--- src/rtl/dg0045_cycle_sequencer_if.sv ---
// rtl/dg0045_cycle_sequencer_if.sv - control/fetch bundle for the cycle sequencer (step pin under DG0045_SINGLE_STEP_EN)
interface dg0045_cycle_sequencer_if #(
    parameter int PC_W = 6
);
    logic            ena;
    logic [7:0]      rom_data;
    logic            jump_req;
    logic            call_req;
    logic            ret_req;
    logic            skip_req;
    logic [PC_W-1:0] jump_addr;
`ifdef DG0045_SINGLE_STEP_EN
    logic            step;
`endif
    logic [PC_W-1:0] pc;
    logic [2:0]      phase;
    logic            cycle_end;
    logic [7:0]      ir;
    logic            ir_valid;
    logic            stack_err;

    modport master (
`ifdef DG0045_SINGLE_STEP_EN
        output step,
`endif
        output ena, rom_data, jump_req, call_req, ret_req, skip_req, jump_addr,
        input  pc, phase, cycle_end, ir, ir_valid, stack_err
    );

    modport slave (
`ifdef DG0045_SINGLE_STEP_EN
        input  step,
`endif
        input  ena, rom_data, jump_req, call_req, ret_req, skip_req, jump_addr,
        output pc, phase, cycle_end, ir, ir_valid, stack_err
    );
endinterface

--- src/rtl/dg0045_cycle_sequencer.sv ---
// rtl/dg0045_cycle_sequencer.sv - 8-phase machine-cycle sequencer, PC and return stack (single-step via DG0045_SINGLE_STEP_EN)
module dg0045_cycle_sequencer #(
    parameter int PC_W        = 6,
    parameter int STACK_DEPTH = 2
) (
    input  logic                       clk,
    input  logic                       rst_n,
    dg0045_cycle_sequencer_if.slave    bus
);
    localparam int SP_W = $clog2(STACK_DEPTH + 1);

    logic [2:0]      phase_q;
    logic [PC_W-1:0] pc_q, pc_d;
    logic [7:0]      ir_q;
    logic            ir_valid_q;
    logic            stack_err_q, stack_err_d;
    logic [SP_W-1:0] sp_q, sp_d;
    logic [PC_W-1:0] stack_q [STACK_DEPTH];
    logic [PC_W-1:0] stack_d [STACK_DEPTH];
    logic [PC_W-1:0] pc_inc;
    logic            conflict;
    logic            adv;

    assign pc_inc   = pc_q + PC_W'(1);
    assign conflict = (bus.call_req & bus.jump_req) | (bus.call_req & bus.ret_req) |
                      (bus.jump_req & bus.ret_req);

    // In single-step mode the machine parks at phase 0 until a step pulse arrives.
`ifdef DG0045_SINGLE_STEP_EN
    assign adv = bus.ena && ((phase_q != 3'd0) || bus.step);
`else
    assign adv = bus.ena;
`endif

    // End-of-cycle PC/stack resolution; only committed on the enabled phase-7 edge.
    always_comb begin
        pc_d        = pc_inc;
        sp_d        = sp_q;
        stack_d     = stack_q;
        stack_err_d = stack_err_q | conflict;
        if (bus.call_req) begin
            pc_d = bus.jump_addr;
            if (int'(sp_q) == STACK_DEPTH) begin
                // Full: drop the oldest entry, shift down and push on top.
                for (int i = 0; i < STACK_DEPTH - 1; i++) begin
                    stack_d[i] = stack_q[i+1];
                end
                stack_d[STACK_DEPTH-1] = pc_inc;
                stack_err_d            = 1'b1;
            end else begin
                for (int i = 0; i < STACK_DEPTH; i++) begin
                    if (i == int'(sp_q)) begin
                        stack_d[i] = pc_inc;
                    end
                end
                sp_d = sp_q + 1'b1;
            end
        end else if (bus.jump_req) begin
            pc_d = bus.jump_addr;
        end else if (bus.ret_req) begin
            if (sp_q == '0) begin
                pc_d        = '0;
                stack_err_d = 1'b1;
            end else begin
                pc_d = '0;
                for (int i = 0; i < STACK_DEPTH; i++) begin
                    if (i + 1 == int'(sp_q)) begin
                        pc_d = stack_q[i];
                    end
                end
                sp_d = sp_q - 1'b1;
            end
        end else if (bus.skip_req) begin
            pc_d = pc_q + PC_W'(2);
        end
    end

    // Phase counter, instruction fetch and end-of-cycle state update.
    always_ff @(posedge clk) begin
        if (!rst_n) begin
            phase_q     <= 3'd0;
            pc_q        <= '0;
            ir_q        <= 8'h00;
            ir_valid_q  <= 1'b0;
            stack_err_q <= 1'b0;
            sp_q        <= '0;
            for (int i = 0; i < STACK_DEPTH; i++) begin
                stack_q[i] <= '0;
            end
        end else if (adv) begin
            phase_q <= phase_q + 3'd1;
            if (phase_q == 3'd3) begin
                ir_q       <= bus.rom_data;
                ir_valid_q <= 1'b1;
            end
            if (phase_q == 3'd7) begin
                ir_valid_q  <= 1'b0;
                pc_q        <= pc_d;
                sp_q        <= sp_d;
                stack_q     <= stack_d;
                stack_err_q <= stack_err_d;
            end
        end
    end

    assign bus.pc        = pc_q;
    assign bus.phase     = phase_q;
    assign bus.cycle_end = (phase_q == 3'd7);
    assign bus.ir        = ir_q;
    assign bus.ir_valid  = ir_valid_q;
    assign bus.stack_err = stack_err_q;
endmodule
--- src/flat_wrapper.sv ---
// flat-port wrapper written by rule: the top's interface ports become plain ports
module dg0045_cycle_sequencer_flat 
#(
    parameter int PC_W        = 6,
    parameter int STACK_DEPTH = 2
)
  (clk, rst_n, bus_ena, bus_rom_data, bus_jump_req, bus_call_req, bus_ret_req, bus_skip_req, bus_jump_addr, bus_pc, bus_phase, bus_cycle_end, bus_ir, bus_ir_valid, bus_stack_err);
  dg0045_cycle_sequencer_if #(.PC_W(PC_W)) bus_i ();
  input  logic clk;
  input  logic rst_n;
  input wire logic [$bits(bus_i.ena)-1:0] bus_ena;
  input wire logic [$bits(bus_i.rom_data)-1:0] bus_rom_data;
  input wire logic [$bits(bus_i.jump_req)-1:0] bus_jump_req;
  input wire logic [$bits(bus_i.call_req)-1:0] bus_call_req;
  input wire logic [$bits(bus_i.ret_req)-1:0] bus_ret_req;
  input wire logic [$bits(bus_i.skip_req)-1:0] bus_skip_req;
  input wire logic [$bits(bus_i.jump_addr)-1:0] bus_jump_addr;
  output wire logic [$bits(bus_i.pc)-1:0] bus_pc;
  output wire logic [$bits(bus_i.phase)-1:0] bus_phase;
  output wire logic [$bits(bus_i.cycle_end)-1:0] bus_cycle_end;
  output wire logic [$bits(bus_i.ir)-1:0] bus_ir;
  output wire logic [$bits(bus_i.ir_valid)-1:0] bus_ir_valid;
  output wire logic [$bits(bus_i.stack_err)-1:0] bus_stack_err;
  assign bus_i.ena = bus_ena;
  assign bus_i.rom_data = bus_rom_data;
  assign bus_i.jump_req = bus_jump_req;
  assign bus_i.call_req = bus_call_req;
  assign bus_i.ret_req = bus_ret_req;
  assign bus_i.skip_req = bus_skip_req;
  assign bus_i.jump_addr = bus_jump_addr;
  assign bus_pc = bus_i.pc;
  assign bus_phase = bus_i.phase;
  assign bus_cycle_end = bus_i.cycle_end;
  assign bus_ir = bus_i.ir;
  assign bus_ir_valid = bus_i.ir_valid;
  assign bus_stack_err = bus_i.stack_err;
  dg0045_cycle_sequencer #(.PC_W(PC_W), .STACK_DEPTH(STACK_DEPTH)) u_core (.clk(clk), .rst_n(rst_n), .bus(bus_i));
endmodule
--- config.mk ---
export PLATFORM = sky130hd
export DESIGN_NAME = dg0045_cycle_sequencer_flat
export DESIGN_NICKNAME = d
export VERILOG_FILES = /design/src/rtl/dg0045_cycle_sequencer_if.sv /design/src/rtl/dg0045_cycle_sequencer.sv /design/src/flat_wrapper.sv
export SDC_FILE = /design/constraint.sdc
export NUM_CORES = 1
export LEC_CHECK = 0
export BUFFER_PORTS_ARGS = -buffer_cell sky130_fd_sc_hd__clkbuf_2
export CAP_MARGIN = 5
export CORE_UTILIZATION = 53
export CTS_BUF_LIST = sky130_fd_sc_hd__clkbuf_8 sky130_fd_sc_hd__clkbuf_16
export CTS_CLUSTER_DIAMETER = 100
export DETAILED_ROUTE_END_ITERATION = 6
export PLACE_DENSITY = 0.88
export SYNTH_ARGS = -nofsm -noshare
export SYNTH_HDL_FRONTEND = slang
export SYNTH_SLANG_ARGS = --single-unit
--- constraint.sdc ---
create_clock -name clk -period 2.15 [get_ports clk]
set_input_delay 0.1075 -clock clk [delete_from_list [all_inputs] [get_ports clk]]
set_output_delay 0.1075 -clock clk [all_outputs]
set_load 0.05 [all_outputs]
==> key figures <==
Outcome
  • Status: finished, final reports clean

Yosys
  • Cells after synthesis: 218
  • Main synth FF type: dfxtp_1
  • Asr flop ratio synth: 0%
  • Synth area leader: dfxtp_1
  • Post-synth top area share: 36.1%
  • Synth warn: 0
  • Unique masters post-synth: 46
  • Mean Syn Cell Area: 8.39 um2
  • Register area share after synthesis: 36.1%
  • Post-Syn Area: 0.00183 mm2
  • #FFs+latches synth: 33
  • Ranking of synthesized cells by area: dfxtp_1 36%, nand2_1 6.2%, ha_1 5.5%
  • Number of synthesized flops with an enable pin: 0
  • Post-Syn Nets: 247

Route
  • Drt pass-1 iters: 4
  • Vias per Instance: 5.62
  • WL per Instance: 14.1 um
  • Vias: 1693
  • DRT Wirelength: 4.23 mm
  • First DRT Iteration DRCs: 107
  • Antenna-violating nets left: 0
  • Post-route DRC: 0

Global route
  • Met3 Use GR: 6.40%
  • GRT met1 Usage: 34.1%
  • Grt total ovfl: 0
  • Total track usage: 26.8%
  • Initial antenna violation count: 0
  • First-pass GRT wire length: 7.18 mm
  • Gr busiest metal: met2
  • Vias in the first global route: 1622
  • Global routing usage on met2: 41.9%
  • Largest net degree at the start of global routing: 38

Layout
  • Fill cells: 280
  • Design Area, Final: 0.00216 mm2
  • Most frequent cells in the layout: 40 x clkbuf_2, 31 x dfxtp_1, 30 x nand2_1
  • Commonest non-fill, non-tap cell in the layout: clkbuf_2
  • Antenna Cells: 0
  • Synth-to-Final Area Change: 18.2%
  • Share of cells above drive strength 1: 24.1%
  • Final-stage net count: 285

CTS
  • Clock root buffer: clkbuf_8
  • Postcts setup bufs: 0
  • Clock sinks: 33
  • Hold_buf cts: 0
  • Clk slew on worst S/H paths: 70 ps
  • H-Tree Depth: 2
  • Clk_lat worst skew: 290 ps
  • Clock buffer depth: 2
  • CTS tree: yes
  • CTS Buf Count: 5
  • Post-CTS sizing: 0

Floorplanning
  • Total die area: 0.00369 mm2
  • CORE AREA: 0.00315 mm2
  • Io pins: 41
  • Die Height: 60.7 um
  • Row cnt: 20
  • Starting Density: 58.0%
  • Die W: 60.7 um

Timing
  • Fmax: 540 MHz
  • Worst-margin pin slew: 551 ps
  • Max Slew Vio Count: 0
  • Final setup TNS: 0 ps
  • Hold Violations, Final: 0
  • Setup violations, final: 0
  • Min cycle time layout: 1850 ps
  • RSZ-0062 raised after global routing: no
  • Crit share post-route: 86.2%
  • Headroom to the max-slew limit: 63.2%
  • Clock Skew: 6.23 ps

Setup path
  • Peak per-stage delay on the critical path: 460 ps
  • Critical path's slowest cell: and3_1
  • Crit start category: register
  • Crit path DAT: 2030 ps
  • Required @ worst endpoint: 2330 ps
  • Setup crit end kind: register
  • Critical-path cell list: ha_1 -> ha_2 -> and2_1 -> and3_1 -> mux2i_1 -> nor2b_1
  • Critical path class: register to register
  • CP max FO: 9

Placement
  • Port Buf Inserts: 40
  • Gpl congestion: 0.889
  • Cell Area, Placed: 0.00206 mm2
  • Final HPWL DP: 3.06 mm

Power and ir drop
  • Max rail drop VDD: 491 uV
  • Leak: 0.904 nW
  • Power density cells: 584 mW/mm2

Job
  • Max_cap viols: 0

Min path
  • Hold Crit Class: input port to register
[area by class of cell]
type | count | area [um2] | area share [%]
Clock buffer | 7 | 96.3 | 4.46
Tap cell | 44 | 55.1 | 2.55
Clock inverter | 1 | 5.00 | 0.232
Multi-Input combinational cell | 164 | 1070 | 49.5
Inverter | 5 | 18.8 | 0.869
Timing Repair Buffer | 47 | 253 | 11.7
Sequential cell | 33 | 663 | 30.7
[sequential cells by signal (all words and copies together) (netlist names)]
name / cells
u_core.bus.ir: 8
u_core.stack_q: 12
u_core.bus.phase: 3
u_core.sp_q: 2
u_core.bus.pc: 6
u_core.bus.stack_err: 1
u_core.bus.ir_valid: 1
[worst max-delay path: cells and delay by family (launching register included)]
family | cells | cell delay (ps)
muxes | 1 | 230
DFF | 1 | 350
and+or+nand+nor | 3 | 750
adders and majority gates | 2 | 400
[path summary, 6_finish.rpt]
| kind | from | depth (start not counted) | slack, ps | end |
|---|---|---|---|---|
| worst min register to register | u_core.bus.ir[5]$_SDFFE_PN0P_ | 2 | 460 | u_core.bus.ir[5]$_SDFFE_PN0P_ |
| worst max-delay path | u_core.bus.phase[0]$_SDFFE_PN0P_ | 6 | 300 | u_core.stack_q[1]$_SDFFE_PN0P_ |
| worst max register to register | u_core.bus.phase[0]$_SDFFE_PN0P_ | 6 | 300 | u_core.stack_q[1]$_SDFFE_PN0P_ |
| worst min-delay path | bus_rom_data[2] | 3 | 70 | u_core.bus.ir[2]$_SDFFE_PN0P_ |
[cell usage after synthesis (2+ instances only)]
cell type	number
o211ai_1	3
o2111a_1	2
a21boi_0	8
xnor2_1	6
o21ai_0	16
nand4_1	2
clkbuf_1	6
buf_2	8
nand2_1	30
o2111ai_1	2
a22o_1	2
inv_1	5
nand3_1	18
mux2i_1	7
o211a_1	5
nor2b_1	9
nor2_1	10
a21oi_1	3
xor2_1	3
dfxtp_1	33
and2_1	5
nand2b_1	3
a221oi_1	2
ha_1	8
[cell families (layout without fill, tap and decap cells)]
family,count (synthesis),in the layout,synth area share (%)
multiplexers,7,7,3.83
flip-flops,33,33,36.1
adder cells (fa/ha/maj),8,8,5.48
buffers and inverters,21,60,5.48
AO/OA/AOI/OAI,53,53,20.9
XOR/XNOR,9,9,4.31
AND/OR/NAND/NOR,87,87,23.9
[per-stage QoR]
stage / power (mW) / hold slack [ps] / instances / setup slack, ps / util [%]
after floorplan: 0.720 / 276 / 218 / 64.0 / -
after global placement: 0.755 / 366 / 293 / 406 / 65.3
after detailed placement: 0.757 / 375 / 293 / 304 / 65.3
after CTS: 1.27 / 63.6 / 301 / 309 / 68.5
after global routing: 1.32 / 87.8 / 301 / 196 / 68.5
final: 1.26 / 69.4 / 301 / 297 / 68.5
[power by group]
part	total, mW	internal [mW]	switching, mW
Clock	0.518	0.289	0.229
Sequential	0.626	0.619	0.00638
Combinational	0.118	0.0426	0.0758
[layer usage]
layer  part of all wire [%]  vias up
met1                     46      781
met3                    5.1        7
met2                     47       57
met4                    1.7        0
li1                       -      848
met5                      0        -
No activity file was read; power rests on OpenSTA's default activity.
